`src/rtl/washer_pkg.sv`:
```
// rtl/washer_pkg.sv - shared types and helpers for the washer timing stage
// Holds the timer state enum, the prescaler width helper and the
// controller's state codes used when decoding the spin request.
package washer_pkg;

    typedef enum logic [2:0] {
        ST_IDLE      = 3'd0,
        ST_WASH      = 3'd1,
        ST_SPIN      = 3'd2,
        ST_WASH_DONE = 3'd3,
        ST_SPIN_DONE = 3'd4
    } timer_state_t;

    // Controller state codes; a spin request is a decode of CTRL_SPIN.
    typedef enum logic [2:0] {
        CTRL_IDLE  = 3'd0,
        CTRL_FILL  = 3'd1,
        CTRL_WASH  = 3'd2,
        CTRL_DRAIN = 3'd3,
        CTRL_SPIN  = 3'd4
    } ctrl_state_t;

    // Prescaler width: clog2 of the period, never narrower than 1 bit.
    function automatic int tick_w(input int clk_per_tick);
        return (clk_per_tick <= 2) ? 1 : $clog2(clk_per_tick);
    endfunction

    function automatic logic is_spin_state(input ctrl_state_t s);
        return s == CTRL_SPIN;
    endfunction

endpackage

```
`src/rtl/wash_spin_timer_if.sv`:
```
// rtl/wash_spin_timer_if.sv - request/timeout bundle between controller and timer
// master: controller side (drives requests, pause, durations; reads timeouts).
// slave:  timer side (reads requests; drives timeouts, remaining, busy).
interface wash_spin_timer_if #(
    parameter int CNT_W = 12
);
    import washer_pkg::*;

    logic             wash_run;
    logic             spin_run;
    logic             pause;
    logic [CNT_W-1:0] wash_ticks;
    logic [CNT_W-1:0] spin_ticks;
    logic             cycle_timeout;
    logic             spin_timeout;
    logic [CNT_W-1:0] remaining;
    logic             busy;

    modport master (
        output wash_run, spin_run, pause, wash_ticks, spin_ticks,
        input  cycle_timeout, spin_timeout, remaining, busy
    );

    modport slave (
        input  wash_run, spin_run, pause, wash_ticks, spin_ticks,
        output cycle_timeout, spin_timeout, remaining, busy
    );

endinterface

```
`src/rtl/tick_prescaler.sv`:
```
// rtl/tick_prescaler.sv - free-running clock-to-tick prescaler
// Ports: clk, reset (async active-low), en (advance), clr (sync clear,
// wins over en), tick (high while the counter sits at CLK_PER_TICK-1).
module tick_prescaler
    import washer_pkg::*;
#(
    parameter int CLK_PER_TICK = 100
) (
    input  logic clk,
    input  logic reset,
    input  logic en,
    input  logic clr,
    output logic tick
);
    localparam int TICK_W = tick_w(CLK_PER_TICK);
    localparam logic [TICK_W-1:0] LAST = TICK_W'(CLK_PER_TICK - 1);

    logic [TICK_W-1:0] cnt;

    always_ff @(posedge clk or negedge reset) begin
        if (!reset) begin
            cnt <= '0;
        end else if (clr) begin
            cnt <= '0;
        end else if (en) begin
            cnt <= (cnt == LAST) ? '0 : cnt + TICK_W'(1);
        end
    end

    // Not qualified by en: the timer decides whether this cycle counts.
    assign tick = (cnt == LAST);

endmodule

```
`src/rtl/wash_spin_timer.sv`:
```
// rtl/wash_spin_timer.sv - wash/spin phase timer feeding the controller timeouts
// Ports: clk, reset (async active-low), bus (slave side of wash_spin_timer_if:
// wash_run/spin_run/pause/wash_ticks/spin_ticks in; cycle_timeout/
// spin_timeout/remaining/busy out, all registered).
module wash_spin_timer
    import washer_pkg::*;
#(
    parameter int CLK_PER_TICK = 100,
    parameter int CNT_W        = 12
) (
    input  logic                 clk,
    input  logic                 reset,
    wash_spin_timer_if.slave     bus
);
    timer_state_t     state_q, state_d;
    logic [CNT_W-1:0] count_q, count_d;
    logic             presc_en, presc_clr, tick;
    logic             run;
    timer_state_t     done_st;

    logic             cycle_timeout_q, cycle_timeout_d;
    logic             spin_timeout_q, spin_timeout_d;
    logic [CNT_W-1:0] remaining_q, remaining_d;
    logic             busy_q, busy_d;

    tick_prescaler #(.CLK_PER_TICK(CLK_PER_TICK)) u_presc (
        .clk   (clk),
        .reset (reset),
        .en    (presc_en),
        .clr   (presc_clr),
        .tick  (tick)
    );

    always_ff @(posedge clk or negedge reset) begin
        if (!reset) begin
            state_q         <= ST_IDLE;
            count_q         <= '0;
            cycle_timeout_q <= 1'b0;
            spin_timeout_q  <= 1'b0;
            remaining_q     <= '0;
            busy_q          <= 1'b0;
        end else begin
            state_q         <= state_d;
            count_q         <= count_d;
            cycle_timeout_q <= cycle_timeout_d;
            spin_timeout_q  <= spin_timeout_d;
            remaining_q     <= remaining_d;
            busy_q          <= busy_d;
        end
    end

    always_comb begin
        state_d   = state_q;
        count_d   = count_q;
        presc_en  = 1'b0;
        presc_clr = 1'b1;   // prescaler is held at 0 unless a phase keeps running
        run       = 1'b0;
        done_st   = ST_WASH_DONE;

        unique case (state_q)
            ST_IDLE: begin
                count_d = '0;
                if (bus.wash_run) begin
                    state_d = ST_WASH;
                    count_d = bus.wash_ticks;
                end else if (bus.spin_run) begin
                    state_d = ST_SPIN;
                    count_d = bus.spin_ticks;
                end
            end

            ST_WASH, ST_SPIN: begin
                run     = (state_q == ST_WASH) ? bus.wash_run : bus.spin_run;
                done_st = (state_q == ST_WASH) ? ST_WASH_DONE : ST_SPIN_DONE;
                if (!run) begin
                    // Abort takes priority, even over a completion this cycle.
                    state_d = ST_IDLE;
                    count_d = '0;
                end else if (bus.pause) begin
                    presc_clr = 1'b0;
                end else if (count_q == '0) begin
                    state_d = done_st;
                end else if (tick && count_q == CNT_W'(1)) begin
                    // Completion pre-empts the 1 -> 0 decrement.
                    state_d = done_st;
                    count_d = '0;
                end else begin
                    presc_en  = 1'b1;
                    presc_clr = 1'b0;
                    if (tick) begin
                        count_d = count_q - CNT_W'(1);
                    end
                end
            end

            ST_WASH_DONE: begin
                count_d = '0;
                if (!bus.wash_run) state_d = ST_IDLE;
            end

            ST_SPIN_DONE: begin
                count_d = '0;
                if (!bus.spin_run) state_d = ST_IDLE;
            end

            default: begin
                state_d = ST_IDLE;
                count_d = '0;
            end
        endcase
    end

    // Outputs are registered from the next state so they line up with it.
    always_comb begin
        busy_d          = (state_d == ST_WASH) || (state_d == ST_SPIN);
        remaining_d     = busy_d ? count_d : '0;
        cycle_timeout_d = (state_d == ST_WASH_DONE);
        spin_timeout_d  = (state_d == ST_SPIN_DONE);
    end

    assign bus.cycle_timeout = cycle_timeout_q;
    assign bus.spin_timeout  = spin_timeout_q;
    assign bus.remaining     = remaining_q;
    assign bus.busy          = busy_q;

endmodule

```
`src/flat_wrapper.sv`:
```
// flat-port wrapper written by rule: the top's interface ports become plain ports
module wash_spin_timer_flat import washer_pkg::*;
#(
    parameter int CLK_PER_TICK = 100,
    parameter int CNT_W        = 12
)
  (clk, reset, bus_wash_run, bus_spin_run, bus_pause, bus_wash_ticks, bus_spin_ticks, bus_cycle_timeout, bus_spin_timeout, bus_remaining, bus_busy);
  wash_spin_timer_if #(.CNT_W(CNT_W)) bus_i ();
  input  logic clk;
  input  logic reset;
  input wire logic [$bits(bus_i.wash_run)-1:0] bus_wash_run;
  input wire logic [$bits(bus_i.spin_run)-1:0] bus_spin_run;
  input wire logic [$bits(bus_i.pause)-1:0] bus_pause;
  input wire logic [$bits(bus_i.wash_ticks)-1:0] bus_wash_ticks;
  input wire logic [$bits(bus_i.spin_ticks)-1:0] bus_spin_ticks;
  output wire logic [$bits(bus_i.cycle_timeout)-1:0] bus_cycle_timeout;
  output wire logic [$bits(bus_i.spin_timeout)-1:0] bus_spin_timeout;
  output wire logic [$bits(bus_i.remaining)-1:0] bus_remaining;
  output wire logic [$bits(bus_i.busy)-1:0] bus_busy;
  assign bus_i.wash_run = bus_wash_run;
  assign bus_i.spin_run = bus_spin_run;
  assign bus_i.pause = bus_pause;
  assign bus_i.wash_ticks = bus_wash_ticks;
  assign bus_i.spin_ticks = bus_spin_ticks;
  assign bus_cycle_timeout = bus_i.cycle_timeout;
  assign bus_spin_timeout = bus_i.spin_timeout;
  assign bus_remaining = bus_i.remaining;
  assign bus_busy = bus_i.busy;
  wash_spin_timer #(.CLK_PER_TICK(CLK_PER_TICK), .CNT_W(CNT_W)) u_core (.clk(clk), .reset(reset), .bus(bus_i));
endmodule
```
`config.mk`:
```
export PLATFORM = sky130hd
export DESIGN_NAME = wash_spin_timer_flat
export DESIGN_NICKNAME = d
export VERILOG_FILES = /design/src/rtl/washer_pkg.sv /design/src/rtl/wash_spin_timer_if.sv /design/src/rtl/tick_prescaler.sv /design/src/rtl/wash_spin_timer.sv /design/src/flat_wrapper.sv
export SDC_FILE = /design/constraint.sdc
export NUM_CORES = 1
export LEC_CHECK = 0
export CAP_MARGIN = 20
export CORE_ASPECT_RATIO = 1.25
export CORE_MARGIN = 1
export CORE_UTILIZATION = 35
export DETAILED_ROUTE_END_ITERATION = 10
export SLEW_MARGIN = 20
export SYNTH_ARGS = -nofsm -noshare
export SYNTH_HDL_FRONTEND = slang
export SYNTH_HIERARCHICAL = 1
export SYNTH_SLANG_ARGS = --single-unit
```
`constraint.sdc`:
```
create_clock -name clk -period 3.3 [get_ports clk]
set_input_delay 0.33 -clock clk [delete_from_list [all_inputs] [get_ports clk]]
set_output_delay 0.33 -clock clk [all_outputs]
set_load 0.02 [all_outputs]
```
==> metrics.md <==
| Metric | Value |
|---|---|
| Row count | 29 |
| Most area-hungry cell type in the Yosys netlist | dfrtp_1 |
| IO Port Bufs | 43 |
| Reg clk slew, reported paths | 0.07 ns |
| Worst-margin pin slew | 0.806 ns |
| Min Tclk post-route | 2.77 ns |
| Hold crit path type | input port to async pin |
| TritonCTS clock tree | done |
| Worst VDD drop | 0.242 mV |
| Ys flop type | dfrtp_1 |
| First-pass GRT wire length | 7.78 mm |
| Final worst setup slack | 0.530 ns |
| Clk buf depth | 2 |
| Setup TNS | 0 ns |
| Post-Place Worst Slack | 0.572 ns |
| Most common cell after layout, fill and taps aside | clkdlybuf4s50_1 |
| Core area | 5230 µm² |
| Simple-gate share of the synthesized area | between 20% and 30% |
| Post-synthesis adder-cell area fraction | 2.58% |
| Main area contributors after synthesis | dfrtp_1 (48%), a22oi_1 (4.2%), a21oi_1 (3.1%), nand2_1 (2.7%), xor2_1 (2.7%) |
| Sequential element share of the synthesized area | between 40% and 50% |
| Main combinational cell family by area after synthesis | compound AO/OA/AOI/OAI gates |
| CP arrival | 2.93 ns |
| Post-Syn Area | between 1500 and 2000 µm² |
| Vias in the first global route | 1680 |
| Antenna-violating nets left | 0 |
| Crit Path Category | register to register |
| Final Max Tran Viols | 0 |
| Drt pass-1 iters | 5 |
| YS warnings | 6 |
| Flops & latches, synth | 37 |
| Post-DP HPWL | 3.44 mm |
| GP Congestion | approximately 0.9 |
| Number of flops mapped to enable cells by yosys | 0 |
| Hold-fix buffers, CTS | 0 |
| Initial antenna violation count | 0 |
| Peak Freq | 0.361 GHz |
| TritonCTS sink count | 37 |
| Crit path launch type | register |
| Layout Utilization | 48.7% |
| Syn avg cell area | 9.72 µm² |
| Layout cells sized above 1 | 10.0% |
| Critical path startpoint | u_core/u_presc/cnt[2]$_DFFE_PN0P_ |
| Final WL | roughly 4.6 mm |
| Post-CTS Setup Bufs | 0 |
| Most frequent cells in the layout | clkdlybuf4s50_1 (42), dfrtp_1 (37), nand2_1 (14), a21oi_1 (12), nor2_1 (12) |
| Cells after synthesis | 200 |
| Clk_lat worst skew | ~0.29 ns |
| Post-route DRC | 0 |
| RSZ-0062 raised after global routing | false |
| Chip height | approximately 85 µm |
| CTS buffer count | 5 |
| Top-area cell type share of the netlist area | 47.6% |
| Mux cell area share after synthesis | 0.580% |
| Congestion Overflow GR | 0 |
| Worst Setup End Kind | register |
| P&R area growth vs syn | 30.8% |
| WL/cell | 14.9 µm |
| Pwr dens | 436 nW/µm² |
| Layout Nets | ~280 |
| Die area | 5860 µm² |
| R2R cell count | 9 |
| Clk_skew | 0.00650 ns |
| R2r setup slk | about 0.53 ns |
| Post_cts resized | 0 |
| Starting Density | 37.2% |
| Total GRT Usage | between 10% and 20% |
| Routed vias/inst | about 5.6 |
| Hold Vio Cnt, Final | 0 |
| Max Cap Violations | 0 |
| Max FO, Critical Path | 8 |
| Antenna diodes | 0 |
| Critical R2R Capture | u_core/u_presc/cnt[2]$_DFFE_PN0P_ |
| CP Data Required Time | 3.46 ns |
| Synth Area in XOR/XNOR | ~3.6% |
| Distinct cells, synth | 48 |
| Final worst path period share | between 80 and 90% |
| Asr flop ratio synth | 100% |
| Synth Area in Compound Gates | 22.5% |
| Crit path to | u_core/u_presc/cnt[2]$_DFFE_PN0P_ |
| H-Tree Depth | 2 |
| Largest net degree at the start of global routing | 38 |
| LEAKAGE | 1.04 nW |
| Syn nets | about 230 |
| Final setup vio count | 0 |
| Initial DRC Count | 101 |
| Die width | approximately 69 µm |
| CTS root buf | clkbuf_8 |
| Status | finished clean |
| Io pins | 44 |
| DR vias | 1728 |
| FF-to-FF Start | u_core/u_presc/cnt[2]$_DFFE_PN0P_ |
| Rel. slew slack | 46.3% |
cells by family after synthesis:
kind of cell	after synthesis
AOI/OAI and AO/OA	67
xor gates and xnor gates	8
adders and majority gates	4
buffers and inverters	15
DFF	37
muxes	1
and+or+nand+nor	68
routing by layer:
layer,track usage [%],vias up,routed length [µm]
met1,22.3,834,2150
met5,0,-,0
met2,29.6,40,2260
met3,3.76,4,177
met4,6.06,0,57
li1,-,850,-
power by group:
group	leakage, nW	internal, mW	total, mW	switching, mW
combinational	0.501	0.125	0.281	0.156
clock	0.0450	0.146	0.300	0.154
sequential	0.492	0.494	0.529	0.0345
total	1.04	0.766	1.11	0.344
cells in the mapped netlist (all sizes together), types with 3 or more instances:
cell and number:
a31oi 5, nor3 7, xor2 6, a22oi 11, clkbuf 6, nand4 6, nand2 14, o21ai 19
dfrtp 37, o211ai 4, a211o 3, ha 4, a21oi 12, or4 3, nand3 9, nor2 12
inv 9
sequential cells by signal, summed over array words and instances (netlist names):
register                  flops
u_core/bus.busy               1
u_core/bus.cycle_timeout      1
u_core/bus.remaining         12
u_core/bus.spin_timeout       1
u_core/count_q               12
u_core/state_q                3
u_core/u_presc/cnt            7
worst max-delay path, stage by stage, from the launching register on:
cell     delay, ns
dfrtp_1       0.46
or3_1         0.49
nor2_1        0.40
a21oi_1       0.15
nor3_2        0.31
a211o_1       0.29
inv_2         0.11
and3b_2       0.22
o22ai_1       0.10
a21oi_1       0.08
how the worst min path moves through the flow:
stage                                        endpoint  start  depth (start not counted)  slack [ns]
floorplan                   u_core/bus.busy$_DFF_PN0_  reset                          0        0.03
CTS                 u_core/bus.remaining[6]$_DFF_PN0_  reset                          1        0.17
global placement    u_core/u_presc/cnt[6]$_DFFE_PN0P_  reset                          1        0.48
global route        u_core/u_presc/cnt[6]$_DFFE_PN0P_  reset                          1        0.21
finish              u_core/u_presc/cnt[6]$_DFFE_PN0P_  reset                          1        0.13
detailed placement  u_core/u_presc/cnt[6]$_DFFE_PN0P_  reset                          1        0.48
metrics by stage:
step                      area, µm²  std cells  hold slack (ns)  total power, mW
final                          2540        311            0.130             1.11
after global routing           2540        311            0.212             1.18
after CTS                      2540        311            0.166             1.13
after detailed placement       2460        303            0.480            0.818
after global placement         2460        303            0.477            0.820
after floorplan                1940        200           0.0344            0.690
area by class of cell:
cell class / count / area, µm²
fill: 528 / 2680
multi-input combinational: 148 / 967
sequential: 37 / 926
timing repair buffer: 47 / 455
tap: 62 / 77.6
clock buffer: 6 / 72.6
inverter: 9 / 33.8
clock inverter: 2 / 10.0
Power figures use the tool's default switching activity.
